File: src/rtl/sgb_packet_rx.sv
// SGB joypad-line packet receiver: glitch-filtered symbol decode feeding
// a commit-on-stop byte FIFO with transfer first/last tagging.
module sgb_packet_rx #(
  parameter int MAX_PACKETS = 7,
  parameter int FIFO_DEPTH  = 32,
  parameter int FILT        = 2,
  parameter int TIMEOUT_W   = 16,
  parameter int HDR_LEN     = 1
) (
  input  logic                        clk,
  input  logic                        reset,
  input  logic                        clk_en,
  input  logic [1:0]                  joy_p54,
  output logic [7:0]                  out_data,
  output logic                        out_first,
  output logic                        out_last,
  output logic                        out_valid,
  input  logic                        out_ready,
  output logic [$clog2(FIFO_DEPTH):0] fifo_level,
  output logic                        overflow,
  input  logic                        clr_overflow,
  output logic                        abort,
  output logic                        busy
);

  localparam int AW = $clog2(FIFO_DEPTH);
  localparam int PW = AW + 1;
  localparam int CW = 4;

  typedef enum logic [2:0] {
    IDLE, START_REL, BIT, BIT_REL, STOP, STOP_REL
  } state_t;

  state_t               state;
  logic [1:0]           cand, lvl, lvl_d;
  logic [CW-1:0]        fcnt, fcnt_d;
  logic [TIMEOUT_W-1:0] tmo;
  logic [6:0]           sr;
  logic [7:0]           new_byte;
  logic [6:0]           bcnt;
  logic [2:0]           pkt_idx, xlen;
  logic                 drop, commit_pend;
  logic [PW-1:0]        rd, wr_spec, wr_commit, level;
  logic [9:0]           mem [FIFO_DEPTH];
  logic [9:0]           head;
  logic                 sym_bit, we, kill, no_room, pop;
  logic                 tag_first, tag_last;

  function automatic logic [2:0] clamp_len(input logic [2:0] v);
    logic [2:0] r;
    r = (v == 3'd0) ? 3'd1 : v;
    if (r > 3'(MAX_PACKETS)) r = 3'(MAX_PACKETS);
    return r;
  endfunction

  always_comb begin
    fcnt_d = CW'(1);
    if (joy_p54 == cand)
      fcnt_d = (fcnt >= CW'(FILT)) ? fcnt : fcnt + CW'(1);
    lvl_d = lvl;
    if (clk_en && fcnt_d >= CW'(FILT))
      lvl_d = joy_p54;
  end

  assign sym_bit  = lvl[0] ^ lvl[1];
  assign new_byte = {lvl == 2'b01, sr};
  assign level    = wr_commit - rd;
  assign no_room  = (PW'(FIFO_DEPTH) - level) < PW'(16);
  assign busy     = (state != IDLE);
  assign kill     = busy && (&tmo);
  assign pop      = out_valid && out_ready;

  assign tag_first = (bcnt[6:3] == 4'd0) &&
                     ((HDR_LEN == 0) || (pkt_idx == 3'd0));
  assign tag_last  = (bcnt[6:3] == 4'd15) &&
                     ((HDR_LEN == 0) || (pkt_idx == xlen - 3'd1));
  assign we = !kill && (state == BIT) && sym_bit &&
              (bcnt[2:0] == 3'd7) && !drop;

  always_ff @(posedge clk)
    if (we) mem[wr_spec[AW-1:0]] <= {tag_first, tag_last, new_byte};

  // Head is gated so nothing stale leaks out while the FIFO is empty
  assign head       = mem[rd[AW-1:0]];
  assign out_valid  = (level != '0);
  assign out_data   = out_valid ? head[7:0] : 8'h00;
  assign out_first  = out_valid & head[9];
  assign out_last   = out_valid & head[8];
  assign fifo_level = level;

  always_ff @(posedge clk) begin
    if (reset) begin
      cand        <= 2'b11;
      fcnt        <= CW'(FILT);
      lvl         <= 2'b11;
      state       <= IDLE;
      tmo         <= '0;
      sr          <= '0;
      bcnt        <= '0;
      pkt_idx     <= '0;
      xlen        <= '0;
      drop        <= 1'b0;
      commit_pend <= 1'b0;
      rd          <= '0;
      wr_spec     <= '0;
      wr_commit   <= '0;
      overflow    <= 1'b0;
      abort       <= 1'b0;
    end else begin
      abort       <= 1'b0;
      commit_pend <= 1'b0;
      if (clk_en) begin
        cand <= joy_p54;
        fcnt <= fcnt_d;
        lvl  <= lvl_d;
      end
      if (state == IDLE || lvl_d != lvl) tmo <= '0;
      else if (clk_en) tmo <= tmo + TIMEOUT_W'(1);
      if (commit_pend) wr_commit <= wr_spec;
      if (pop) rd <= rd + PW'(1);
      if (clr_overflow) overflow <= 1'b0;
      if (kill) begin
        abort   <= 1'b1;
        wr_spec <= wr_commit;
        pkt_idx <= '0;
        state   <= IDLE;
      end else begin
        unique case (state)
          IDLE:
            if (lvl == 2'b00) state <= START_REL;
          START_REL:
            if (lvl == 2'b11) begin
              state <= BIT;
              bcnt  <= '0;
              drop  <= no_room;
              if (no_room) overflow <= 1'b1;
            end
          BIT:
            if (lvl == 2'b00) begin
              abort   <= 1'b1;
              wr_spec <= wr_commit;
              pkt_idx <= '0;
              state   <= START_REL;
            end else if (sym_bit) begin
              sr    <= new_byte[7:1];
              state <= BIT_REL;
              if (we) wr_spec <= wr_spec + PW'(1);
              if (bcnt == 7'd7 && pkt_idx == 3'd0)
                xlen <= clamp_len(new_byte[2:0]);
            end
          BIT_REL:
            if (lvl == 2'b00) begin
              abort   <= 1'b1;
              wr_spec <= wr_commit;
              pkt_idx <= '0;
              state   <= START_REL;
            end else if (lvl == 2'b11) begin
              bcnt  <= bcnt + 7'd1;
              state <= (bcnt == 7'd127) ? STOP : BIT;
            end
          STOP:
            if (lvl == 2'b10) begin
              state <= STOP_REL;
            end else if (lvl != 2'b11) begin
              abort   <= 1'b1;
              wr_spec <= wr_commit;
              pkt_idx <= '0;
              state   <= (lvl == 2'b00) ? START_REL : IDLE;
            end
          STOP_REL:
            if (lvl == 2'b11) begin
              state <= IDLE;
              if (drop) begin
                pkt_idx <= '0;
              end else begin
                commit_pend <= 1'b1;
                pkt_idx <= ((HDR_LEN == 0) || (pkt_idx + 3'd1 >= xlen))
                         ? 3'd0 : pkt_idx + 3'd1;
              end
            end
          default:
            state <= IDLE;
        endcase
      end
    end
  end

endmodule

File: config.mk
export PLATFORM = sky130hd
export DESIGN_NAME = sgb_packet_rx
export DESIGN_NICKNAME = d
export VERILOG_FILES = /design/src/rtl/sgb_packet_rx.sv
export SDC_FILE = /design/constraint.sdc
export NUM_CORES = 1
export LEC_CHECK = 0
export CAP_MARGIN = 20
export CORE_ASPECT_RATIO = 0.6
export CORE_MARGIN = 2
export CORE_UTILIZATION = 35
export DETAILED_ROUTE_END_ITERATION = 10
export DONT_BUFFER_PORTS = 1
export PLACE_DENSITY = 0.55
export SETUP_SLACK_MARGIN = 0.3
export SYNTH_ARGS = -nofsm -noshare
export SYNTH_HDL_FRONTEND = slang
export SYNTH_SLANG_ARGS = --single-unit
File: constraint.sdc
create_clock -name clk -period 4.4 [get_ports clk]
set_clock_uncertainty 0.2 [all_clocks]
set_input_delay 1.1 -clock clk [delete_from_list [all_inputs] [get_ports clk]]
set_output_delay 1.1 -clock clk [all_outputs]
set_load 0.02 [all_outputs]
* Word-level counts from Yosys, hierarchy flattened
Memory sizes are Yosys's and may differ from the RTL's. A register that Yosys moved wholly into a read port is not among the register bits. Index checks and enable logic that the tools add are counted.
Operators by class: add/subtract/negate cells 9, order comparisons 5, eq/ne operators 32, mux-type cells 52, bitwise logic cells 7, reductions and logical operators 35
Operator list (number):
- 2-to-1 mux 3 bit | 18
- 2-to-1 mux 6 bit | 7
- 2-to-1 mux 7 bit | 3
- case mux 3 bit (6 select lines) | 1
- case mux 6 bit (3 select lines) | 1
- adder 16 x 1 -> 16 bit, second input constant | 1
- AND reduction 16 bit | 1
- != test 3 bit, second input constant | 5
- AND reduction 5 bit | 3
- != test 2 bit, second input constant | 7
- case mux 7 bit (2 select lines) | 1
- 2-to-1 mux 1 bit | 13
- adder 6 x 1 -> 6 bit, second input constant | 2
- AND reduction 6 bit | 2
- logical AND 1 bit | 10
- 2-to-1 mux 5 bit | 2
- == test 3 bit, second input constant | 3
- zero test 3 bit | 3
- case mux 3 bit (3 select lines) | 1
- greater-or-equal comparator 4 x 2 -> 1 bit, second input constant | 2
- 2-to-1 mux 4 bit | 2
- 2-to-1 mux 8 bit | 1
- != test 4 x 3 -> 1 bit, second input constant | 2
- adder 7 x 1 -> 7 bit, second input constant | 1
- other kinds (37) | 48
Word-level totals: register bits after elaboration 69, memory bits (writable) 320, input bits 7, output and inout bits 20, word-level logic and storage cells 157, memories kept 1
Memories:
- mem | depth 32, width 10, read ports 1, clocked after Yosys merged registers in 1, write ports 1, RTL line 44 | logic [9:0] mem [FIFO_DEPTH];

* Depth between registers and ports, before layout
Gate-level depths: netlist (run 1).
word-level depth 12, gate-level depth with buffers 10, depth with buffers taken out 9

* Worst setup path before layout (run 1)
Ideal clock, no wire load.
kind register -> output, start register wr_commit[0], end output port out_data[6], arrival time 2.765 ns, data required time 3.100 ns, slack 0.335 ns, stages on the path, launching flop included 11, buffers on the path 1, cell sequence dfxtp_1 > inv_1 > ha_1 > fa_1 > nand2b_1 > a21oi_1 > xor2_1 > nor4b_1 > buf_2 > nor2_1 > a22o_1
On the way: longest elaborated chain between the ends 3
RTL lines:
- start, declared | RTL line 43 | logic [PW-1:0] rd, wr_spec, wr_commit, level;
- start signal, assigned | RTL line 119 | if (commit_pend) wr_commit <= wr_spec;
- subtractor 6 bit | RTL line 67 | assign level = wr_commit - rd;
- net fifo_level[4] | RTL line 19 | output logic [$clog2(FIFO_DEPTH):0] fifo_level,
- nonzero test 6 bit | RTL line 85 | assign out_valid = (level != '0);
- 2-to-1 mux 8 bit | RTL line 86 | assign out_data = out_valid ? head[7:0] : 8'h00;
- end, declared | RTL line 14 | output logic [7:0] out_data,
The timed path passes the listed nets, and every way through them passes these cells.

* Worst setup path after layout (run 1)
start register wr_commit[0], end output port out_data[0]
On the way: longest elaborated chain between the ends 3
RTL lines (RTL line):
- subtractor 6 bit | 67
- nonzero test 6 bit | 85
- 2-to-1 mux 8 bit | 86
No other way between the ends.

==> results of run 1 <==
-- cell type report --
type | instances | area (µm²)
Multi-Input combinational cell | 507 | 5031
Inverter | 29 | 108.9
Fill cell | 4122 | 27120
Clock buffer | 52 | 1035
Sequential cell | 394 | 11100
Timing Repair Buffer | 68 | 588.1
Tap cell | 630 | 788.3
Clock inverter | 20 | 255.2
-- worst max-delay path by stage --
stage / cells past startpoint / from / end
floorplan: 10 / wr_commit[0]$_SDFFE_PP0P_ / out_data[6]
global route: 10 / wr_commit[0]$_SDFFE_PP0P_ / out_data[0]
finish: 10 / wr_commit[0]$_SDFFE_PP0P_ / out_data[0]
CTS: 10 / wr_commit[0]$_SDFFE_PP0P_ / out_data[6]
detailed placement: 10 / wr_commit[0]$_SDFFE_PP0P_ / out_data[4]
global placement: 10 / wr_commit[0]$_SDFFE_PP0P_ / out_last
-- sequential cells by signal, summed over array words and instances (netlist names), 4 cells and up, named ones only --
name / cells
bcnt: 7
fcnt: 4
mem: 320
rd: 6
sr: 7
tmo: 16
wr_commit: 6
wr_spec: 6
-- metal layers --
metal,global-route usage,up-vias,share of wire
met5,0,-,0
met4,0.04047,0,0.021
met3,0.04138,51,0.078
met2,0.2148,264,0.40
met1,0.2545,4509,0.50
li1,-,3936,-
-- repair_timing --
item	4_1_cts	5_1_grt
setup endpoints to repair	11	11
pin swaps	6	3
gates resized for setup	27	2
setup buffers	10	1
gates cloned	2	0
-- worst reg2reg max path, delay by kind of cell (launching register included) --
kind / cells / cell delay [ns]
XOR/XNOR: 1 / 0.22
multiplexers: 1 / 0.26
flip-flops: 1 / 0.33
AO/OA/AOI/OAI: 1 / 0.52
AND/OR/NAND/NOR: 3 / 0.47
buffers and inverters: 5 / 0.67
adder cells (fa/ha/maj): 2 / 0.54
-- cells in the final DEF, fill, tap and decap left out, drive strengths merged, types with 6 or more instances in the layout --
master | Yosys | final
clkbuf | 29 | 52
a21oi | 22 | 22
nand2b | 8 | 8
ha | 27 | 27
mux2i | 24 | 24
nand2 | 38 | 38
bufinv | 0 | 6
nor3 | 14 | 14
or3 | 6 | 6
inv | 28 | 31
nand3 | 17 | 17
o21ai | 17 | 17
a22o | 10 | 10
dfxtp | 74 | 74
nand4 | 12 | 12
xnor2 | 13 | 13
edfxtp | 320 | 320
buf | 14 | 68
a31oi | 6 | 6
nor2b | 9 | 10
nor2 | 107 | 108
mux4 | 100 | 100
xor2 | 18 | 18
clkinv | 1 | 12
-- stage by stage --
step                  util  setup slack, ns  cells  hold WS, ns
finish              0.4108           0.1724   1700       0.2816
global route        0.4108          0.05595   1700       0.2945
CTS                 0.4104          0.08827   1698       0.2837
detailed placement  0.3773           0.1858   1614       0.2743
global placement    0.3765           0.3056   1612       0.2687
floorplan                -           0.3352    971       0.2462
-- cell families (layout without fill, tap and decap cells) --
group	Yosys count	after routing	synth area share
muxes	127	127	0.1556
DFF	394	394	0.6831
xor gates and xnor gates	31	31	0.01672
AOI/OAI and AO/OA	84	84	0.03499
buffers and inverters	72	169	0.01834
adders and majority gates	28	28	0.02204
and+or+nand+nor	235	237	0.06928
-- power by group through the flow --
stage                     logic, W  registers [W]  clock network, W
after CTS                  0.00152        0.00411           0.00348
final                      0.00152        0.00411           0.00340
after global placement     0.00136        0.00420                 0
after global routing       0.00163        0.00412           0.00362
after detailed placement   0.00136        0.00421                 0
after floorplan            0.00103        0.00412                 0
==> impl_metrics.env, run 1 <==
export IMPL_initial_core_util=0.3528
export IMPL_drc=0
export IMPL_synth_main_ff_cell="sky130_fd_sc_hd__edfxtp_1"
export IMPL_synth_edf_count=320
export IMPL_core_area_um2=46020
export IMPL_r2r_setup_slack_ns=1.01
export IMPL_report_final_setup_viol=0
export IMPL_critPathKind="flip-flop to output port"
export IMPL_postRouteWirelength_mm=38.02
export IMPL_hold_viol_final=0
export IMPL_final_nets=1074
export IMPL_seq_power_share=0.455
export IMPL_cell_with_the_biggest_individual_delay_on_the_critical_path="sky130_fd_sc_hd__fa_2"
export IMPL_number_of_global_route_vias_before_repair=8432
export IMPL_clock_insertion_delay_worst_skew_ns=0.54
export IMPL_avgViaCountPerCell=5.153
export IMPL_yosys_warnings=0
export IMPL_cts_buffers_inserted=39
export IMPL_cts_buffer_depth=3
export IMPL_max_stage_delay_ns=0.38
export IMPL_netlist_area_um2=16240
export IMPL_synth_area_leader_cell="sky130_fd_sc_hd__edfxtp_1"
export IMPL_intPower_w=0.006737
export IMPL_power_density_over_the_cells_nw_per_um2=478.2
export IMPL_netSwitchingFraction=0.2548
export IMPL_relSlewSlack=0.2831
export IMPL_critical_path_arrival_ns=2.93
export IMPL_synthesis_instances=971
export IMPL_r2r_worst_path_depth=13
export IMPL_routed_wire_length_per_instance_um=22.37
export IMPL_rsz0062_at_grt="yes"
export IMPL_die_height_um=170.8
export IMPL_cts_hold_fix_buffers=0
export IMPL_share_of_cells_above_drive_strength_1=0.2477
export IMPL_crit_path_start_kind="flip-flop"
export IMPL_place_port_buffers=0
export IMPL_detail_route_first_pass_iterations=5
export IMPL_global_route_total_overflow=0
export IMPL_hold_path_depth=2
export IMPL_combinationalPowerShare=0.169
export IMPL_synthMostInstantiatedCell="sky130_fd_sc_hd__edfxtp_1"
export IMPL_areaGrowthSynthToFinish_pct=16.44
export IMPL_number_of_buffer_and_inverter_stages_on_the_critical_path=2
export IMPL_cts_tree="built"
export IMPL_hp_class="flip-flop to flip-flop"
export IMPL_cp_cell_instances="inv_2 > ha_4 > fa_2 > xnor2_2 > nor4_2 > mux2i_1 > nor4b_2 > buf_6 > nor2b_4 > a22o_4"
export IMPL_outcome="finished clean"
export IMPL_synthTopCellsByCount="sky130_fd_sc_hd__edfxtp_1, sky130_fd_sc_hd__nor2_1, sky130_fd_sc_hd__mux4_2"
export IMPL_timing_hold_worst_endpoint="bcnt[1]$_SDFFE_PP0P_"
export IMPL_seq_area_frac_synth=0.6831
export IMPL_p_total_w=0.009041
export IMPL_detailed_place_area_um2=17360
export IMPL_power_net_switching_w=0.002304
export IMPL_drt_initial_drc_count=858
export IMPL_design_portCount=27
export IMPL_place_detailed_hpwl_mm=25.10
export IMPL_timing_final_crit_share=0.9608
export IMPL_timing_fmax_ghz=0.2365
export IMPL_clock_root_buffer="sky130_fd_sc_hd__clkbuf_16"
export IMPL_hold_path_startpoint="bcnt[1]$_SDFFE_PP0P_"
export IMPL_synthDistinctLibCells=62
export IMPL_timing_final_crit_period_ns=4.228
export IMPL_worstSetupEndpointType="output port"
export IMPL_ant_nets=0
export IMPL_power_leakage_nw=6.226
export IMPL_tritoncts_num_sinks=394
export IMPL_rr_startpoint="wr_commit[0]$_SDFFE_PP0P_"
export IMPL_detailroute_via_count=8760
export IMPL_tightest_slew_ns=1.074
export IMPL_grt_start_max_net_pins=37
export IMPL_cap_viol_max_count=0
export IMPL_grt_pass1_wl_mm=56.66
export IMPL_clockPowerShare=0.377
export IMPL_ys_seq_elements=394
export IMPL_synth_nets=1006
export IMPL_global_route_usage_total=0.1605
export IMPL_core_rowCount=61
export IMPL_htree_num_levels=2
export IMPL_design_area_um2=18910
export IMPL_antenna_cells=0
export IMPL_chipWidth_um=282.1
export IMPL_critical_path_top_delay_family="simple AND/OR/NAND/NOR gates"
export IMPL_critPathRequiredTime_ns=3.10
export IMPL_finalSetupTns_ns=0
export IMPL_worstReg2RegEnd="rd[4]$_SDFFE_PP0P_"
export IMPL_final_max_slew_violation_count=0
export IMPL_yosys_top_cells_area="sky130_fd_sc_hd__edfxtp_1, sky130_fd_sc_hd__mux4_2, sky130_fd_sc_hd__dfxtp_1"
export IMPL_ir_worst_vdd_mv=0.2460
export IMPL_dieArea_um2=48190
export IMPL_synth_avg_cell_area_um2=16.72
export IMPL_gpl_final_weighted_congestion=0.7852
export IMPL_ys_async_sr_fraction=0
export IMPL_initial_antenna_violation_count=3
export IMPL_critPathMaxFanout=5
export IMPL_post_synth_top_area_fraction=0.5918
export IMPL_clk_pin_slew_worst_paths_ns=0.06
No activity file was read; power rests on OpenSTA's default activity.
==> run 2, diff against run 1 <==
--- a/config.mk
+++ b/config.mk
@@ -8,10 +8,10 @@
 export CAP_MARGIN = 20
 export CORE_ASPECT_RATIO = 0.6
 export CORE_MARGIN = 2
-export CORE_UTILIZATION = 35
+export CORE_UTILIZATION = 25
 export DETAILED_ROUTE_END_ITERATION = 10
 export DONT_BUFFER_PORTS = 1
-export PLACE_DENSITY = 0.55
+export PLACE_DENSITY = 0.45
 export SETUP_SLACK_MARGIN = 0.3
 export SYNTH_ARGS = -nofsm -noshare
 export SYNTH_HDL_FRONTEND = slang
==> impl_metrics.env, run 2 (synthesis results as in run 1) <==
export IMPL_outcome="finished with violations"
export IMPL_violations_in_the_final_reports="setup timing"
export IMPL_ir_worst_vdd_mv=0.2222
export IMPL_areaGrowthSynthToFinish_pct=17.73
export IMPL_timing_hold_worst_endpoint="bcnt[1]$_SDFFE_PP0P_"
export IMPL_cts_buffers_inserted=41
export IMPL_worstSetupEndpointType="output port"
export IMPL_gpl_final_weighted_congestion=0.7616
export IMPL_placement_setup_worst_slack_ns=0.3398
export IMPL_timing_fmax_ghz=0.2251
export IMPL_tritoncts_num_sinks=394
export IMPL_worstReg2RegEnd="rd[5]$_SDFFE_PP0P_"
export IMPL_drc=0
export IMPL_final_worst_slack_ns=-0.04312
export IMPL_initial_antenna_violation_count=4
export IMPL_ant_nets=0
export IMPL_r2r_worst_path_depth=16
export IMPL_final_nets=1077
export IMPL_antenna_cells=0
export IMPL_grt_pass1_wl_mm=59.28
export IMPL_place_detailed_instances=1840
export IMPL_timing_final_crit_period_ns=4.443
export IMPL_clock_insertion_delay_worst_skew_ns=0.58
export IMPL_power_leakage_nw=6.186
export IMPL_detailroute_via_count=8694
export IMPL_chipWidth_um=333.0
export IMPL_largest_register_ff_count=320
export IMPL_cts_hold_fix_buffers=0
export IMPL_die_height_um=201.4
export IMPL_mostFrequentLayoutCells="sky130_fd_sc_hd__edfxtp_1, sky130_fd_sc_hd__nor2_1, sky130_fd_sc_hd__mux4_2, sky130_fd_sc_hd__dfxtp_1, sky130_fd_sc_hd__buf_4"
export IMPL_critical_path_arrival_ns=3.14
export IMPL_place_detailed_hpwl_mm=25.40
export IMPL_global_route_usage_total=0.1200
export IMPL_core_area_um2=64320
export IMPL_rr_startpoint="wr_commit[0]$_SDFFE_PP0P_"
export IMPL_global_route_total_overflow=0
export IMPL_drt_initial_drc_count=806
export IMPL_cts_tree="built"
export IMPL_postRouteWirelength_mm=40.07
export IMPL_final_max_slew_violation_count=0
export IMPL_detailed_place_area_um2=17680
export IMPL_clk_pin_slew_worst_paths_ns=0.06
export IMPL_routed_wire_length_per_instance_um=20.82
export IMPL_num_fill_cells=6373
export IMPL_number_of_global_route_vias_before_repair=8543
export IMPL_critPathMaxFanout=8
export IMPL_core_rowCount=72
export IMPL_layout_commonest_cell="sky130_fd_sc_hd__edfxtp_1"
export IMPL_rsz0062_at_grt="yes"
export IMPL_report_final_setup_viol=2
export IMPL_detail_route_first_pass_iterations=5
export IMPL_count_of_placed_standard_cells_in_the_final_layout_fillers_left_out=1925
export IMPL_hp_class="flip-flop to flip-flop"
export IMPL_grt_start_max_net_pins=44
export IMPL_cap_viol_max_count=0
export IMPL_final_core_util=0.2972
export IMPL_initial_core_util=0.2524
export IMPL_power_density_over_the_cells_nw_per_um2=472.6
export IMPL_clock_root_buffer="sky130_fd_sc_hd__clkbuf_16"
export IMPL_htree_num_levels=2
export IMPL_dieArea_um2=67070
export IMPL_relSlewSlack=0.3608
export IMPL_critPathRequiredTime_ns=3.10
export IMPL_design_area_um2=19120
export IMPL_design_portCount=27
export IMPL_cts_buffer_depth=3
export IMPL_hold_path_depth=2
export IMPL_share_of_cells_above_drive_strength_1=0.2505
export IMPL_crit_path_start_kind="flip-flop"
export IMPL_place_port_buffers=0
export IMPL_r2r_setup_slack_ns=0.98
export IMPL_avgViaCountPerCell=4.516
export IMPL_hold_path_startpoint="bcnt[1]$_SDFFE_PP0P_"
export IMPL_hold_viol_final=0
export IMPL_tightest_slew_ns=0.9587
export IMPL_timing_final_crit_share=1.010
export IMPL_critPathKind="flip-flop to output port"
-- run 2: through the flow --
stage / power, W / hold slack [ns] / setup TNS (ns)
floorplan: 0.005143 / 0.2462 / 0
global placement: 0.005664 / 0.2651 / 0
detailed placement: 0.005672 / 0.2753 / 0
CTS: 0.009143 / 0.2901 / -1.029
global route: 0.009416 / 0.3115 / -1.314
finish: 0.009033 / 0.2894 / -0.06556
-- run 2: how the worst max path moves through the flow --
stage                         startpoint           to  slack (ns)  cells past startpoint
6_report       wr_commit[0]$_SDFFE_PP0P_  out_data[2]       -0.04                     12
4_1_cts        wr_commit[0]$_SDFFE_PP0P_  out_data[7]       -0.13                     12
3_3_place_gp   wr_commit[0]$_SDFFE_PP0P_  out_data[2]        0.36                     12
3_5_place_dp   wr_commit[0]$_SDFFE_PP0P_  out_data[2]        0.34                     12
2_1_floorplan  wr_commit[0]$_SDFFE_PP0P_  out_data[6]        0.34                     10
5_1_grt        wr_commit[0]$_SDFFE_PP0P_  out_data[2]       -0.18                     12
-- run 2: report_power, final --
| group | leakage (nW) | total [W] | internal (W) | switching (W) |
|---|---|---|---|---|
| Clock | 0.614 | 0.00333 | 0.00183 | 0.00150 |
| Combinational | 1.97 | 0.00162 | 0.000747 | 0.000869 |
| Sequential | 3.61 | 0.00409 | 0.00401 | 0.0000722 |
-- run 2: what timing repair did --
item	in CTS	in global routing
resized for setup	25	8
setup endpoints to repair	11	11
buffers inserted	8	2
pin swaps	4	4
-- run 2: layout make-up --
| class | instances | area (µm²) | area share |
|---|---|---|---|
| tap | 851 | 1065 | 0.05570 |
| sequential | 394 | 11110 | 0.5810 |
| clock inverter | 16 | 153.9 | 0.008051 |
| multi-input combinational | 505 | 4943 | 0.2586 |
| inverter | 29 | 112.6 | 0.005891 |
| timing repair buffer | 71 | 634.4 | 0.03319 |
| clock buffer | 59 | 1101 | 0.05760 |
-- run 2: metal layers --
metal,up-vias,global-route usage,part of all wire,wire length [µm]
met1,4494,0.1864,0.52,20660
met2,188,0.1643,0.41,16360
met3,53,0.02988,0.056,2248
met5,-,0,0,0
li1,3959,-,-,-
met4,0,0.02957,0.020,803
-- run 2: worst max-delay path, cell delays in order, from the launching register on --
cell and delay, ns:
sky130_fd_sc_hd__dfxtp_4 0.36, sky130_fd_sc_hd__inv_2 0.04, sky130_fd_sc_hd__ha_4 0.15, sky130_fd_sc_hd__fa_2 0.54, sky130_fd_sc_hd__inv_2 0.06, sky130_fd_sc_hd__nor4_4 0.26
sky130_fd_sc_hd__mux2i_2 0.15, sky130_fd_sc_hd__nor4b_2 0.22, sky130_fd_sc_hd__buf_4 0.21, sky130_fd_sc_hd__nor2b_4 0.06, sky130_fd_sc_hd__buf_6 0.14, sky130_fd_sc_hd__a22o_1 0.24
sky130_fd_sc_hd__buf_6 0.13
